<file path="src/rtl/mseq_sync_ctrl.sv">
// Frame-sync controller for the m-sequence decoder: acquires and tracks frame timing from
// per-chip correlation scores, and packs per-frame polarity bits into bytes (MSB first).
module mseq_sync_ctrl #(
    parameter int unsigned LEN      = 31,
    parameter int unsigned SW       = 6,
    parameter int unsigned THRESH   = 28,
    parameter int unsigned VERIFY_N = 2,
    parameter int unsigned MISS_N   = 3
) (
    input  logic                    clk,
    input  logic                    rst_n,
    input  logic                    en,
    input  logic [SW-1:0]           score,
    output logic                    dec_clr,
    output logic                    lock,
    output logic                    frame_stb,
    output logic [$clog2(LEN)-1:0]  phase,
    output logic [7:0]              data,
    output logic                    data_vld
);

    localparam int unsigned PW = $clog2(LEN);
    localparam int unsigned VW = $clog2(VERIFY_N + 1);
    localparam int unsigned MW = $clog2(MISS_N + 1);

    localparam logic [SW-1:0] LEN_S   = SW'(LEN);
    localparam logic [SW-1:0] THR_S   = SW'(THRESH);
    localparam logic [SW-1:0] NEG_S   = SW'(LEN - THRESH);
    localparam logic [PW-1:0] PH_LAST = PW'(LEN - 1);
    localparam logic [VW-1:0] V_LAST  = VW'(VERIFY_N - 1);
    localparam logic [MW-1:0] M_LAST  = MW'(MISS_N - 1);

    typedef enum logic [1:0] {StSearch, StVerify, StLock} state_e;

    state_e        state;
    logic [VW-1:0] vcnt;
    logic [MW-1:0] miss;
    logic [2:0]    bitcnt;
    logic [6:0]    shift;

    logic [SW-1:0] sc;
    logic          pos_pk;
    logic          neg_pk;
    logic          pk;
    logic          expct;
    logic [PW-1:0] phase_nxt;

    always_comb begin
        sc        = (score > LEN_S) ? LEN_S : score;
        pos_pk    = (sc >= THR_S);
        neg_pk    = (sc <= NEG_S);
        pk        = pos_pk | neg_pk;
        expct     = (phase == PH_LAST);
        // Wrapping to 0 on the expected boundary doubles as the accepted-boundary reset.
        phase_nxt = expct ? '0 : phase + 1'b1;
    end

    always_ff @(posedge clk or negedge rst_n) begin
        if (!rst_n) begin
            state     <= StSearch;
            vcnt      <= '0;
            miss      <= '0;
            bitcnt    <= '0;
            shift     <= '0;
            phase     <= '0;
            data      <= '0;
            lock      <= 1'b0;
            dec_clr   <= 1'b0;
            frame_stb <= 1'b0;
            data_vld  <= 1'b0;
        end else begin
            dec_clr   <= 1'b0;
            frame_stb <= 1'b0;
            data_vld  <= 1'b0;
            if (en) begin
                phase <= phase_nxt;
                unique case (state)
                    StSearch: begin
                        if (pk) begin
                            phase <= '0;
                            vcnt  <= '0;
                            state <= StVerify;
                        end
                    end
                    StVerify: begin
                        if (expct) begin
                            if (pk) begin
                                vcnt <= vcnt + 1'b1;
                                if (vcnt == V_LAST) begin
                                    state  <= StLock;
                                    lock   <= 1'b1;
                                    miss   <= '0;
                                    bitcnt <= '0;
                                    shift  <= '0;
                                end
                            end else begin
                                state   <= StSearch;
                                dec_clr <= 1'b1;
                            end
                        end
                    end
                    StLock: begin
                        if (expct) begin
                            frame_stb <= 1'b1;
                            if (pk) begin
                                miss <= '0;
                                if (bitcnt == 3'd7) begin
                                    data     <= {shift, pos_pk};
                                    data_vld <= 1'b1;
                                    bitcnt   <= '0;
                                    shift    <= '0;
                                end else begin
                                    shift  <= {shift[5:0], pos_pk};
                                    bitcnt <= bitcnt + 1'b1;
                                end
                            end else begin
                                miss <= miss + 1'b1;
                                if (miss == M_LAST) begin
                                    state   <= StSearch;
                                    lock    <= 1'b0;
                                    dec_clr <= 1'b1;
                                    miss    <= '0;
                                    bitcnt  <= '0;
                                    shift   <= '0;
                                end
                            end
                        end
                    end
                    default: state <= StSearch;
                endcase
            end
        end
    end

endmodule

</file>
<file path="config.mk">
export PLATFORM = sky130hd
export DESIGN_NAME = mseq_sync_ctrl
export DESIGN_NICKNAME = d
export VERILOG_FILES = /design/src/rtl/mseq_sync_ctrl.sv
export SDC_FILE = /design/constraint.sdc
export NUM_CORES = 1
export LEC_CHECK = 0
export CORE_UTILIZATION = 52
export CTS_CLUSTER_DIAMETER = 200
export CTS_CLUSTER_SIZE = 14
export DETAILED_ROUTE_END_ITERATION = 10
export PLACE_DENSITY = 0.75
export SLEW_MARGIN = 0
export SYNTH_ARGS = -nofsm -noshare
export SYNTH_HDL_FRONTEND = slang
export SYNTH_SLANG_ARGS = --single-unit
export TNS_END_PERCENT = 20
</file>
<file path="constraint.sdc">
create_clock -name clk -period 2.6 [get_ports clk]
set_input_delay 0.78 -clock clk [delete_from_list [all_inputs] [get_ports clk]]
set_output_delay 0.78 -clock clk [all_outputs]
set_load 0.01 [all_outputs]
</file>
==> impl_metrics.env <==
export IMPL_clock_latency_ns=0.34
export IMPL_post_drt_via_cell_ratio=5.91
export IMPL_period_needed_ns=2.31
export IMPL_synth_nets=166
export IMPL_synth_edf_count=0
export IMPL_ant_nets=0
export IMPL_yosys_warnings=0
export IMPL_crit_buf_inv=1
export IMPL_synth_flop_cell="dfrtp_1"
export IMPL_drv_slew=0
export IMPL_slowest_delay_ns=0.46
export IMPL_grt_pass1_wl_mm=5.63
export IMPL_nNetsFinal=204
export IMPL_dr_first_iter_drc_count=47
export IMPL_p_per_area_nw_per_um2=651
export IMPL_ys_async_sr_fraction=1.00
export IMPL_grt_util_met1=0.291
export IMPL_synthCells=148
export IMPL_grt_antenna_before_repair=0
export IMPL_drc=2
export IMPL_drive_gt1_frac=0.171
export IMPL_cts_buffers=5
export IMPL_synth_most_common_cell="dfrtp_1"
export IMPL_setup_worst_path_end_class="flop"
export IMPL_syn_to_final_growth_pct=27.1
export IMPL_critical_path_cell_chain="clkdlybuf4s50_1, and3_4, or3_1, a21o_1, or4_1, o21ai_0"
export IMPL_num_rows=19
export IMPL_p_leak_uw=0.000931
export IMPL_hpwl_mm=2.31
export IMPL_track_usage=0.230
export IMPL_ff_latch_area_um2=826
export IMPL_final_util=0.720
export IMPL_die_x_um=57.5
export IMPL_syn_area_um2=1600
export IMPL_global_route_usage_met3=0.0748
export IMPL_clock_skew_final_ns=0.00399
export IMPL_worstHoldPathType="flop to flop"
export IMPL_clkSinkCount=33
export IMPL_core_area_um2=2830
export IMPL_grt_pass1_vias=1230
export IMPL_io_buffers=23
export IMPL_nFillCells=206
export IMPL_slowest_stage="or4_1"
export IMPL_path_clk_slew_ns=0.10
export IMPL_reg2reg_slack_ns=0.43
export IMPL_critPathLaunchType="input pin"
export IMPL_root_buffer="clkbuf_4"
export IMPL_globalplace_congestion=0.863
export IMPL_synth_top_cell_area_share=0.515
export IMPL_start_util=0.567
export IMPL_vias=1289
export IMPL_critPathMaxFanout=4
export IMPL_cts_resized=0
export IMPL_avgSynthCellArea_um2=10.8
export IMPL_routedWlPerCell_um=14.8
export IMPL_synth_seq_cells=33
export IMPL_yosys_top_cells_area="dfrtp_1 (51%), ha_1 (7.0%), mux2_2 (7.0%), o2bb2ai_1 (4.4%), nand3_1 (4.1%)"
export IMPL_drt_total_wl_mm=3.24
export IMPL_dr_pass1_iters=7
export IMPL_multiInputGateArea_um2=718
export IMPL_finalHoldViolCount=0
export IMPL_grt_overflow_total=0
export IMPL_timing_final_crit_share=0.887
export IMPL_antenna_cells=0
export IMPL_die_y_um=57.5
export IMPL_ir_drop_mv=0.376
export IMPL_setup_viol=0
export IMPL_violations="DRC"
export IMPL_synth_area_leader_cell="dfrtp_1"
export IMPL_synth_seq_area_share=0.515
export IMPL_rsz0062_at_grt="no"
export IMPL_cp_required_ns=2.86
export IMPL_post_cts_buffers=0
export IMPL_grt_busiest_layer="met2"
export IMPL_cts_tree="built"
export IMPL_grt_max_degree=34
export IMPL_path_class="input pin to flop"
export IMPL_status="finished with violations"
export IMPL_use_met2=0.365
export IMPL_worst_pin_slew_ns=0.416
export IMPL_max_freq_mhz=434
export IMPL_slew_headroom=0.723
export IMPL_cap_violations=0
export IMPL_cts_buffer_depth=2
export IMPL_io_pins=26
export IMPL_ys_types=31
export IMPL_place_ws_ns=-0.0560
export IMPL_hold_buffers=0
export IMPL_finalWorstSetupSlack_ns=0.294
export IMPL_synth_common_cells="dfrtp_1 (33), nand3_1 (13), o21ai_0 (11)"
export IMPL_die_area_um2=3310
export IMPL_cp_data_arrival_time_ns=2.56
export IMPL_crit_family="simple AND/OR/NAND/NOR gates"
export IMPL_htree_levels=2
==> where the power goes <==
group	switching, µW	internal (µW)	total [µW]
clock network	177	230	407
logic	124	150	274
registers	69.8	576	646
==> layout by cell type, fill, tap and decap left out <==
cell type        count
clkbuf_4             5
a22o_1               4
a21o_1               1
a21oi_1              4
a211o_1              1
clkbuf_8             1
a221oi_1             1
clkbuf_1             1
mux2_2              10
o2bb2ai_1            8
nor2b_1              2
bufinv_16            1
o31ai_1              2
and4_1               1
and3_4               1
o21ai_0             11
nor2_1               8
nor3b_1              1
nand4_1              3
o22ai_1              1
o21ai_2              1
dfrtp_1             33
o211ai_1             1
nand2_1              7
inv_1               10
ha_1                 9
or3_1                1
a211oi_1             1
buf_4               11
nand3_1             13
buf_12               1
nor3_1               5
clkdlybuf4s50_1     23
nand3_2              1
nand2b_1             1
or4_1                2
==> sequential cells by signal, indices dropped and copies added (netlist names), 2 cells and up <==
register / count
vcnt: 2
miss: 2
shift: 7
data: 8
state: 2
phase: 5
bitcnt: 3
==> final timing paths <==
kind / cells past startpoint / end / startpoint
worst max-delay path: 6 / phase[4] / score[4]
worst min-delay path: 2 / lock / lock
worst max register to register: 7 / state[0] / phase[0]
worst min register to register: 2 / lock / lock
max in group asynchronous: 2 / miss[0] / rst_n
min in group asynchronous: 2 / vcnt[0] / rst_n
==> layout make-up <==
| type | instances | share of cell area |
|---|---|---|
| well taps | 31 | 0.0190 |
| inverters | 10 | 0.0184 |
| flip-flops and latches | 33 | 0.405 |
| repair buffers | 35 | 0.163 |
| clock inverters | 1 | 0.0147 |
| multi-input cells | 101 | 0.352 |
| clock buffers | 7 | 0.0270 |
==> routing by layer <==
metal / vias to the layer above / routed length, µm / part of all wire
li1: 618 / - / -
met1: 626 / 1440 / 0.44
met2: 40 / 1550 / 0.48
met3: 5 / 192 / 0.059
met4: 0 / 56 / 0.017
met5: - / 0 / 0
==> metrics by stage <==
stage,instances,TNS (ns),instance area [µm²],power (µW),hold WS [ns]
after floorplan,148,0,1600,784,0.452
after global placement,210,-0.121,1950,914,0.469
after detailed placement,210,-0.285,1950,930,0.487
after CTS,218,0,2040,1340,0.514
after global routing,218,0,2040,1400,0.520
final,218,0,2040,1330,0.507
==> tightest hold or removal path: cells and delay by family (launching register included) <==
| family | cells | cell delay (ns) |
|---|---|---|
| AOI/OAI and AO/OA | 2 | 0.12 |
| DFF | 1 | 0.35 |
==> logic make-up (layout without fill, tap and decap cells) <==
family,Yosys count,count (layout),synth area share
simple gates,46,46,0.151
compound gates,36,36,0.156
flops,33,33,0.515
buf+inv,14,53,0.0374
mux,10,10,0.0702
fa+ha+maj,9,9,0.0702
(Power assumes the default switching activity.)
==> variant (config.mk and constraints unchanged) <==
Re-encode `state_e` (3 states) as one-hot, 3 bits wide.
--- a/src/rtl/mseq_sync_ctrl.sv
+++ b/src/rtl/mseq_sync_ctrl.sv
@@ -32,3 +32,3 @@
 
-    typedef enum logic [1:0] {StSearch, StVerify, StLock} state_e;
+    typedef enum logic [2:0] {StSearch = 3'b001, StVerify = 3'b010, StLock = 3'b100} state_e;
 
Behaviour: same outputs for any inputs over 10 cycles, from zero or initial values and one cycle with rst_n low; not proved beyond that.
==> variant against the unedited design <==
Wire length shrank 7.9%; synthesized area increased by 2.7%; highest routed layer unchanged; final cell count fell by 0.46%; power fell by 3.6%; critical endpoint is now data[1]$_DFFE_PN0P_; largest power group unchanged; global-route usage decreased by 3.2 points; setup slack better by 86 ps; clock skew grew 1.8 ps; sequential share of layout area grew 1.4 points; cell area down 0.25%; sequential cell count increased by 1; register-to-register slack improved by 220 ps.
==> variant: results (changes against the unedited design) <==
- Non-clock buffer count: 30 (-14%)
- Fraction of the yosys area taken by sequential cells: 51.7% (+0.23 points)
- First-pass GRT wire length: 5.08 mm (-9.8%)
- Via count of the first global-routing pass: 1179 (-4.1%)
- Adder-cell share of the synthesized area: 3.80% (-3.2 points)
- Distinct cells, synth: 44 (+42%)
- Highest fanout seen on the critical path: 9 (+5)
- Cells after DPL: 209 (-0.48%)
- Cell types with the largest area share after synthesis: sky130_fd_sc_hd__dfrtp_1, sky130_fd_sc_hd__mux2_2, sky130_fd_sc_hd__a22o_2
- Count of TritonRoute iterations in the first routing pass: 4 (-3)
- Cell with the biggest individual delay on the critical path: sky130_fd_sc_hd__or3_1
- Multi-input gate share of the layout cell area: 37.2% (+2.0 points)
- Critical hold path startpoint: data[7]$_DFFE_PN0P_
- Met1 track demand over resource: 24.4% (-4.7 points)
- Detailed-route vias per instance: 5.59 (-5.4%)
- Overall global routing resource usage: 19.9% (-3.2 points)
- Area share of buffers outside the clock network: 13.9% (-2.4 points)
- Multi-input gates: 94 (-6.9%)
- Met3 capacity usage during global routing: 5.49% (-2.0 points)
- Peak supply drop: 372 µV (-1.2%)
- Area used by sequential logic in the layout: 852 µm² (+3.2%)
- Worst-case setup slack after placement: 18.9 ps (+74.9 ps)
- Iteration-0 DRC Markers: 37 (-21%)
- Transition time at the pin with the least slew margin: 611 ps (+195 ps)
- WHS Endpoint: data[7]$_DFFE_PN0P_
- Xor/xnor cell area share of the yosys netlist: 0.532% (+0.53 points)
- Smallest hold slack: 513 ps (+6.29 ps)
- Area taken by multi-input logic gates: 757 µm² (+5.4%)
- Non-clock inverter count: 7 (-3)
- Run status: complete, no violations
- Worst-case clock skew: 5.77 ps (+1.78 ps)
- Global placer's final weighted congestion: 0.857 (-0.71%)
==> variant: cell types whose count changed in the layout (fill, tap and decap cells not counted), moves of 4 or more <==
cell | unedited run | this run
sky130_fd_sc_hd__inv_1 | 10 | 6
sky130_fd_sc_hd__nand3_1 | 13 | 5
sky130_fd_sc_hd__a22o_2 | 0 | 7
sky130_fd_sc_hd__ha_1 | 9 | 5
sky130_fd_sc_hd__buf_4 | 11 | 7
sky130_fd_sc_hd__o2bb2ai_1 | 8 | 1
sky130_fd_sc_hd__a22o_1 | 4 | 0
==> variant: power by group through the flow <==
stage | logic, mW | clock network (mW) | registers (mW)
2_1_floorplan | 0.177 | 0 | 0.679
3_3_place_gp | 0.297 | 0 | 0.681
3_5_place_dp | 0.306 | 0 | 0.690
4_1_cts | 0.308 | 0.307 | 0.679
5_1_grt | 0.336 | 0.328 | 0.693
6_report | 0.305 | 0.295 | 0.680
